File: config.mk
export PLATFORM = sky130hd
export DESIGN_NAME = phase_dmp_ctrl
export DESIGN_NICKNAME = d
export VERILOG_FILES = /design/src/rtl/phase_dmp_pkg.sv /design/src/rtl/phase_dmp_edge.sv /design/src/rtl/phase_dmp_ctrl.sv
export SDC_FILE = /design/constraint.sdc
export NUM_CORES = 1
export LEC_CHECK = 0
export ABC_AREA = 1
export BUFFER_PORTS_ARGS = -buffer_cell sky130_fd_sc_hd__buf_2
export CAP_MARGIN = 20
export CELL_PAD_IN_SITES_DETAIL_PLACEMENT = 1
export CELL_PAD_IN_SITES_GLOBAL_PLACEMENT = 1
export CORE_UTILIZATION = 37
export CTS_CLUSTER_DIAMETER = 40
export DETAILED_ROUTE_END_ITERATION = 6
export HOLD_SLACK_MARGIN = 0.03
export PLACE_DENSITY = 0.94
export SETUP_SLACK_MARGIN = 0.15
export SLEW_MARGIN = 25
export SYNTH_ARGS = -nofsm -noshare
export SYNTH_HDL_FRONTEND = slang
export SYNTH_SLANG_ARGS = --single-unit
File: constraint.sdc
create_clock -name user_clk -period 5.32 [get_ports user_clk]
set_input_delay 0.798 -clock user_clk [delete_from_list [all_inputs] [get_ports user_clk]]
set_output_delay 0.798 -clock user_clk [all_outputs]
set_load 0.02 [all_outputs]
File: src/rtl/phase_dmp_pkg.sv
// Shared constants and types for the phase dump sequencer:
// control-word bit positions, FSM states and default widths.
package phase_dmp_pkg;

  localparam int ARM_BIT   = 31;
  localparam int ABORT_BIT = 30;
  localparam int DECIM_LSB = 16;
  localparam int DECIM_W   = 4;

  localparam int CH_W_DEF   = 8;
  localparam int PHS_W_DEF  = 16;
  localparam int ADDR_W_DEF = 10;

  typedef enum logic [1:0] {
    IDLE,
    WAIT_SOF,
    CAPTURE,
    DONE
  } state_t;

endpackage

File: src/rtl/phase_dmp_edge.sv
// Single-bit rising-edge detector (used for the arm bit).
// Ports: clk, rst (sync, active-high), d level in, rise = d & ~d_q.
module phase_dmp_edge (
  input  logic clk,
  input  logic rst,
  input  logic d,
  output logic rise
);

  logic q;

  always_ff @(posedge clk) begin
    if (rst) q <= 1'b0;
    else     q <= d;
  end

  assign rise = d & ~q;

endmodule

File: src/rtl/phase_dmp_ctrl.sv
// Phase dump sequencer: arms from the control word, waits for SOF,
// then writes one channel's phase samples into the dump buffer.
// Ports: user_clk/user_rst, user_data_out control word, phs_* stream
// in, dmp_we/dmp_addr/dmp_data buffer write port, busy/done/dmp_count.
// Optional decimation of matches: define PHASE_DMP_DECIM_EN.
module phase_dmp_ctrl
  import phase_dmp_pkg::*;
#(
  parameter int CH_W   = CH_W_DEF,
  parameter int PHS_W  = PHS_W_DEF,
  parameter int ADDR_W = ADDR_W_DEF
) (
  input  logic              user_clk,
  input  logic              user_rst,
  input  logic [31:0]       user_data_out,
  input  logic              phs_valid,
  input  logic              phs_sof,
  input  logic [CH_W-1:0]   phs_ch,
  input  logic [PHS_W-1:0]  phs_data,
  output logic              dmp_we,
  output logic [ADDR_W-1:0] dmp_addr,
  output logic [PHS_W-1:0]  dmp_data,
  output logic              busy,
  output logic              done,
  output logic [ADDR_W:0]   dmp_count
);

  localparam logic [ADDR_W-1:0] ADDR_ONE = ADDR_W'(1);
  localparam logic [ADDR_W:0]   CNT_ONE  = (ADDR_W + 1)'(1);

  state_t state, state_nx;

  logic              arm_evt;
  logic              abort;
  logic [CH_W-1:0]   ch_lat;
  logic [ADDR_W-1:0] wptr;
  logic              in_cap;
  logic              match;
  logic              keep;
  logic              wr_go;
  logic              last;
  logic              start;

  phase_dmp_edge u_arm (
    .clk  (user_clk),
    .rst  (user_rst),
    .d    (user_data_out[ARM_BIT]),
    .rise (arm_evt)
  );

  assign abort = user_data_out[ABORT_BIT];

  // The SOF sample itself is already eligible for capture.
  assign in_cap = (state == CAPTURE) ||
                  (state == WAIT_SOF && phs_valid && phs_sof);
  assign match  = phs_valid && (phs_ch == ch_lat);
  assign wr_go  = !abort && in_cap && match && keep;
  assign last   = wr_go && (wptr == '1);
  assign start  = !abort && arm_evt &&
                  (state == IDLE || state == DONE);

`ifdef PHASE_DMP_DECIM_EN
  logic [DECIM_W-1:0] decim_lat;
  logic [DECIM_W-1:0] dcnt;
  logic [DECIM_W-1:0] dmask;

  // Ratios beyond the counter range saturate at one in 16.
  assign dmask = (decim_lat >= DECIM_W'(4)) ? '1 :
                 (DECIM_W'(1) << decim_lat) - DECIM_W'(1);
  assign keep  = ((dcnt & dmask) == '0);

  always_ff @(posedge user_clk) begin
    if (user_rst) begin
      decim_lat <= '0;
      dcnt      <= '0;
    end else if (start) begin
      decim_lat <= user_data_out[DECIM_LSB +: DECIM_W];
      dcnt      <= '0;
    end else if (!abort && in_cap && match) begin
      dcnt <= dcnt + DECIM_W'(1);
    end
  end

  logic unused_ctl;
  assign unused_ctl = ^{user_data_out[29:DECIM_LSB+DECIM_W],
                        user_data_out[DECIM_LSB-1:CH_W]};
`else
  assign keep = 1'b1;

  logic unused_ctl;
  assign unused_ctl = ^{user_data_out[29:DECIM_LSB],
                        user_data_out[DECIM_LSB-1:CH_W]};
`endif

  always_comb begin
    state_nx = state;
    unique case (state)
      IDLE:     if (start) state_nx = WAIT_SOF;
      WAIT_SOF: begin
        if (abort)                  state_nx = IDLE;
        else if (last)              state_nx = DONE;
        else if (phs_valid && phs_sof) state_nx = CAPTURE;
      end
      CAPTURE: begin
        if (abort)     state_nx = IDLE;
        else if (last) state_nx = DONE;
      end
      DONE: begin
        if (abort)      state_nx = IDLE;
        else if (start) state_nx = WAIT_SOF;
      end
      default: state_nx = IDLE;
    endcase
  end

  always_ff @(posedge user_clk) begin
    if (user_rst) begin
      state     <= IDLE;
      ch_lat    <= '0;
      wptr      <= '0;
      dmp_we    <= 1'b0;
      dmp_addr  <= '0;
      dmp_data  <= '0;
      dmp_count <= '0;
    end else begin
      state  <= state_nx;
      dmp_we <= wr_go;
      if (start) begin
        ch_lat    <= user_data_out[CH_W-1:0];
        wptr      <= '0;
        dmp_addr  <= '0;
        dmp_count <= '0;
      end else if (wr_go) begin
        dmp_addr  <= wptr;
        dmp_data  <= phs_data;
        wptr      <= wptr + ADDR_ONE;
        dmp_count <= dmp_count + CNT_ONE;
      end
    end
  end

  assign busy = (state == WAIT_SOF) || (state == CAPTURE);
  assign done = (state == DONE);

endmodule

# Yosys cells after proc, flatten, opt, wreduce, memory -nomap -nowiden
# Cells that the tools add are included.
# totals
ff_bits	59
in_bits	60
# classes
add_sub_neg	2
eq_ne	7
muxes	8
n_bitwise	3
n_reduce_logical	17
# op_table
operator	n
$mux W2	7
$add A11 B1 Y11 const B	1
$add A10 B1 Y10 const B	1
$eq A10 B10 Y1 const B	1
$logic_and A1 B1 Y1	9
$eq A8 B8 Y1	1
$pmux W2 S4	1
$eq A2 B2 Y1 const B	2
$ne A4 B3 Y1 const B	1
$reduce_and A2 Y1	2
$logic_or A1 B1 Y1	3
$ne A3 B3 Y1 const B	1
$eq A2 B1 Y1 const B	1
$logic_not A2 Y1	1
$not A1 Y1	2
$reduce_or A2 Y1	1
$and A1 B1 Y1	1
$logic_not A1 Y1	1

# Depth between registers and ports, before layout
# logic_depth
depth_word	10
depth_mapped	14

# Hierarchy
# From an unflattened synthesis, not the netlist that was laid out.
# unflattened
cells_unflattened	399
area_unflattened_um2	2846.5
# by_module_without_submodules
mod	instances	cells_each	area_per_inst_um2	seq_area_each_um2
phase_dmp_ctrl	1	395	2815.2	1161.1
phase_dmp_edge	1	4	31.3	20.0

# Worst setup path after synthesis
# OpenSTA, ideal clock, no wires.
# synth_timing
path_type	in2reg
start	input port phs_ch[0]
end	register dmp_data[10]
t_arrival_ns	1.739
required_time_ns	5.201
slack_ns	3.462
stages	12
n_path_buf	1
cell_sequence	inv_1 -> nand2_1 -> nand2_1 -> nor2_1 -> nand2_1 -> nor2_4 -> nand2_4 -> clkinv_2 -> nand2_2 -> buf_6 -> o21ai_0 -> a21oi_1
# synth_via
elab_chain_len	4
# synth_rtl
element	line_no	text
start: declaration	phase_dmp_ctrl.sv:18	input logic [CH_W-1:0] phs_ch,
$eq A8 B8 Y1	phase_dmp_ctrl.sv:56	assign match = phs_valid && (phs_ch == ch_lat);
$logic_and A1 B1 Y1	phase_dmp_ctrl.sv:56	
$logic_and A1 B1 Y1	phase_dmp_ctrl.sv:57	assign wr_go = !abort && in_cap && match && keep;
$reduce_and A2 Y1 (no line)	--	
end signal: assignment	phase_dmp_ctrl.sv:135	dmp_data <= phs_data;
end: declaration	phase_dmp_ctrl.sv:22	output logic [PHS_W-1:0] dmp_data,
# Every way passes these cells.
# A chain may end at the register's enable or synchronous reset.

# Worst setup path after layout
# layout_timing
start	register state[0]
end	register wptr[8]
# layout_via
elab_chain_len	6
# layout_rtl
element	line_no	text
start: declaration	phase_dmp_ctrl.sv:31	state_t state, state_nx;
start signal: assignment	phase_dmp_ctrl.sv:126	state <= state_nx;
$eq A2 B1 Y1	phase_dmp_ctrl.sv:55	(state == WAIT_SOF && phs_valid && phs_sof);
$logic_and A1 B1 Y1 (2 in a row)	phase_dmp_ctrl.sv:55	
$logic_or A1 B1 Y1	phase_dmp_ctrl.sv:54	assign in_cap = (state == CAPTURE) ||
$logic_and A1 B1 Y1 (2 in a row)	phase_dmp_ctrl.sv:57	
end signal: assignment	phase_dmp_ctrl.sv:136	wptr <= wptr + ADDR_ONE;
end: declaration	phase_dmp_ctrl.sv:36	logic [ADDR_W-1:0] wptr;
# Parallel ways exist; a longest one is shown, timed or not.

==> results.cfg <==
[grt]
grt_antenna_before_repair = 0
overflow = 0
first_global_vias = 3108
globalRouteMet1Util_pct = 24.19
grt_busiest_layer = met2
gr-usage-met2_pct = 39.95
grt_max_degree = 25
grt_use_met3_pct = 4.630
grt_pass1_wl_microns = 14290
track_usage_pct = 21.80

[layout]
flow.area_growth_from_synthesis_pct = 22.65
ant_diodes = 0
mostFrequentLayoutCell = buf_2
post_layout_nonfiller_instances = 577
nNetsFinal = 539
commonest_cells_after_routing_fill_and_taps_aside = 77 x buf_2, 65 x inv_1, 63 x nand2_1
fin_area_sq_mm = 0.003537
post_route_cells_drive_above_1_share_pct = 23.64

[timing]
grt_setup_unrepaired = no
timing.final.hold_violations = 0
setup_tns_ns = 0
slew_at_the_pin_closest_to_its_max_slew_limit_ns = 0.8191
period_share_pct = 50.98
clock_skew_ns = 0.01272
final.setup.worst_slack_ns = 2.608
slew-limit-headroom_pct = 45.24
setup_viol = 0
maxSlewViolCount = 0
maxClockFrequency_mhz = 368.7
final_critical_delay_including_setup_and_external_delays_ns = 2.712

[worst_setup_path]
end_kind = flip-flop
critical_path_origin = state[0]
timing.critical_path.fanout_max = 20
cp.arrival_ns = 2.91
worst_r2r_path_depth = 9
critical_path.startpoint_type = flip-flop
critical_path.reg2reg.startpoint = state[0]
cp_data_required_time_ns = 5.52
timing_worst_setup_path_type = reg2reg

[power_and_ir_drop]
power.share.sequential_pct = 45.3
p_sw_mw = 0.2337
p_sw_share_pct = 23.52
final_total_power_mw = 0.9936
share_clk_of_total_power_pct = 47.2
power.internal_mw = 0.7599
p_leak_nw = 1.610
combPwrFrac_pct = 7.5
pwr_density_cell_mw_per_mm2 = 280.9
ir_worst_vdd_v = 0.0001492

[cts]
max-clock-path-buffers = 2
cts_htree_levels = 3
cts_post_setup_buffers_inserted = 0
post_cts.resized_instances = 0
clock_latency_ns = 0.34
clk_pin_slew_ns = 0.07
clock_tree_from_tritoncts = yes
total_cts_buffers = 9
hold_buffers = 0
numClockSinks = 59
cts.root.buffer_cell = clkbuf_8

[synthesis]
synth-edff-count = 0
yosys_most_used_dff = dfxtp_1
synthesis.nets = 462
synthAdderAreaFrac_pct = 2.603
yosys.area_share.simple_pct = 24.64
post_synth_inst_count = 396
yosysWarnings = 0
synth_top_family_by_area = simple AND/OR/NAND/NOR gates
synth.area.mux_share_pct = 0
synth-seq-cells = 59
asyncSetResetFlopFracSynth_pct = 0
synth.yosys.seq_area_share_pct = 40.95
syn_area_sq_mm = 0.002884
post_synth.cell_area_avg_sq_um = 7.283
synth_compound_area_share_pct = 17.05
synthXorXnorAreaFrac_pct = 2.733
post_synthesis_cell_type_count = 34

[drt]
vias_per_cell = 5.090
routed_wire_length_per_instance_microns = 14.17
drc_errors = 0
drtPass1Iterations = 4
ant_nets = 0
wirelength_microns = 8176
routed-via-count = 2937
drt_first_iter_violations = 93

[min_path]
worstHoldPathType = reg2reg
timing.hold.worst.start = dmp_data[3]
holdPathStages = 2

[floorplan]
number_of_rows_in_the_core_area = 31
die_width_microns = 90.29
io-pin-count = 100
initial_cell_density_of_the_core_pct = 38.93
placeableCoreArea_sq_mm = 0.007408
die-area_sq_mm = 0.008151
die_height_microns = 90.29

[run]
drv.max_cap_violation_count = 0

[status]
status = finished, final reports clean

[placement]
gp_congestion = 0.8211
placed_area_sq_mm = 0.003311
pre_cts_slack_ns = 2.522
io_buffer_count = 77
place_inst = 561
place.detailed.hpwl_microns = 5940
-- power groups by stage --
| stage | logic, mW | clock network (mW) | registers [mW] |
|---|---|---|---|
| after global placement | 0.0687 | 0 | 0.460 |
| final | 0.0747 | 0.469 | 0.450 |
| after detailed placement | 0.0737 | 0 | 0.460 |
| after CTS | 0.0753 | 0.478 | 0.450 |
| after floorplan | 0.0458 | 0 | 0.459 |
| after global routing | 0.0846 | 0.498 | 0.451 |
-- cell usage after synthesis (2+ instances only) --
cell	instances	area, sq um
a21oi_1	52	260.3
buf_2	2	10.01
buf_6	5	56.30
clkbuf_1	3	11.26
dfxtp_1	59	1181
ha_1	6	75.07
inv_1	65	244.0
nand2_1	63	236.5
nand2_2	4	25.02
nand2_4	2	22.52
nand3_1	12	60.06
nand3_2	3	30.03
nand4_1	17	106.4
nor2_1	26	97.59
nor2_2	4	25.02
nor2_4	2	22.52
nor3_1	6	30.03
nor3b_1	2	15.01
o21ai_0	38	190.2
o21ai_1	4	20.02
xnor2_1	4	35.03
xor2_1	5	43.79
-- area by class of cell --
type,count,area (sq um)
clock inverters,5,75.07
fillers,986,3871
well taps,99,123.9
clock buffers,11,151.4
repair buffers,78,392.9
flip-flops and latches,59,1181
multi-input cells,257,1356
inverters,68,256.5
-- kinds of logic (layout without fill, tap and decap cells) --
logic type                 count (synthesis)  count (layout)
AOI/OAI and AO/OA                         97              97
xor gates and xnor gates                   9               9
adders and majority gates                  6               6
buffers and inverters                     80             162
DFF                                       59              59
and+or+nand+nor                          145             145
-- final timing paths --
| check | endpoint | slack (ns) |
|---|---|---|
| max | wptr[8] | 2.61 |
| min | dmp_data[3] | 0.45 |
| max reg2reg | wptr[8] | 2.61 |
| min reg2reg | dmp_data[3] | 0.45 |
-- critical path: stages, from the launching register on --
cell and delay (ns):
dfxtp_1 0.41, inv_1 0.11, ha_1 0.32, nor2_1 0.12, nand3_1 0.58, inv_1 0.26, nor2_1 0.06, buf_4 0.19
inv_1 0.40, nor3b_1 0.12
-- routing by layer --
metal	wire [microns]	share of wire [%]	vias to the layer above
met5	0	0	-
met4	150	1.8	0
met3	336	4.1	12
met2	4229	52	76
met1	3459	42	1411
li1	-	-	1438
-- state kept, by name, indices dropped and copies added (netlist names) --
register   cells
dmp_count     11
dmp_data      16
ch_lat         8
wptr          10
dmp_we         1
dmp_addr      10
state          2
u_arm.q        1
-- per-stage QoR --
| step | hold slack [ns] | util [%] |
|---|---|---|
| 2_1_floorplan | 0.4410 | - |
| 3_3_place_gp | 0.4337 | 44.69 |
| 3_5_place_dp | 0.4428 | 44.69 |
| 4_1_cts | 0.4541 | 47.75 |
| 5_1_grt | 0.4817 | 47.75 |
| 6_report | 0.4491 | 47.75 |
Power figures use the tool's default switching activity.
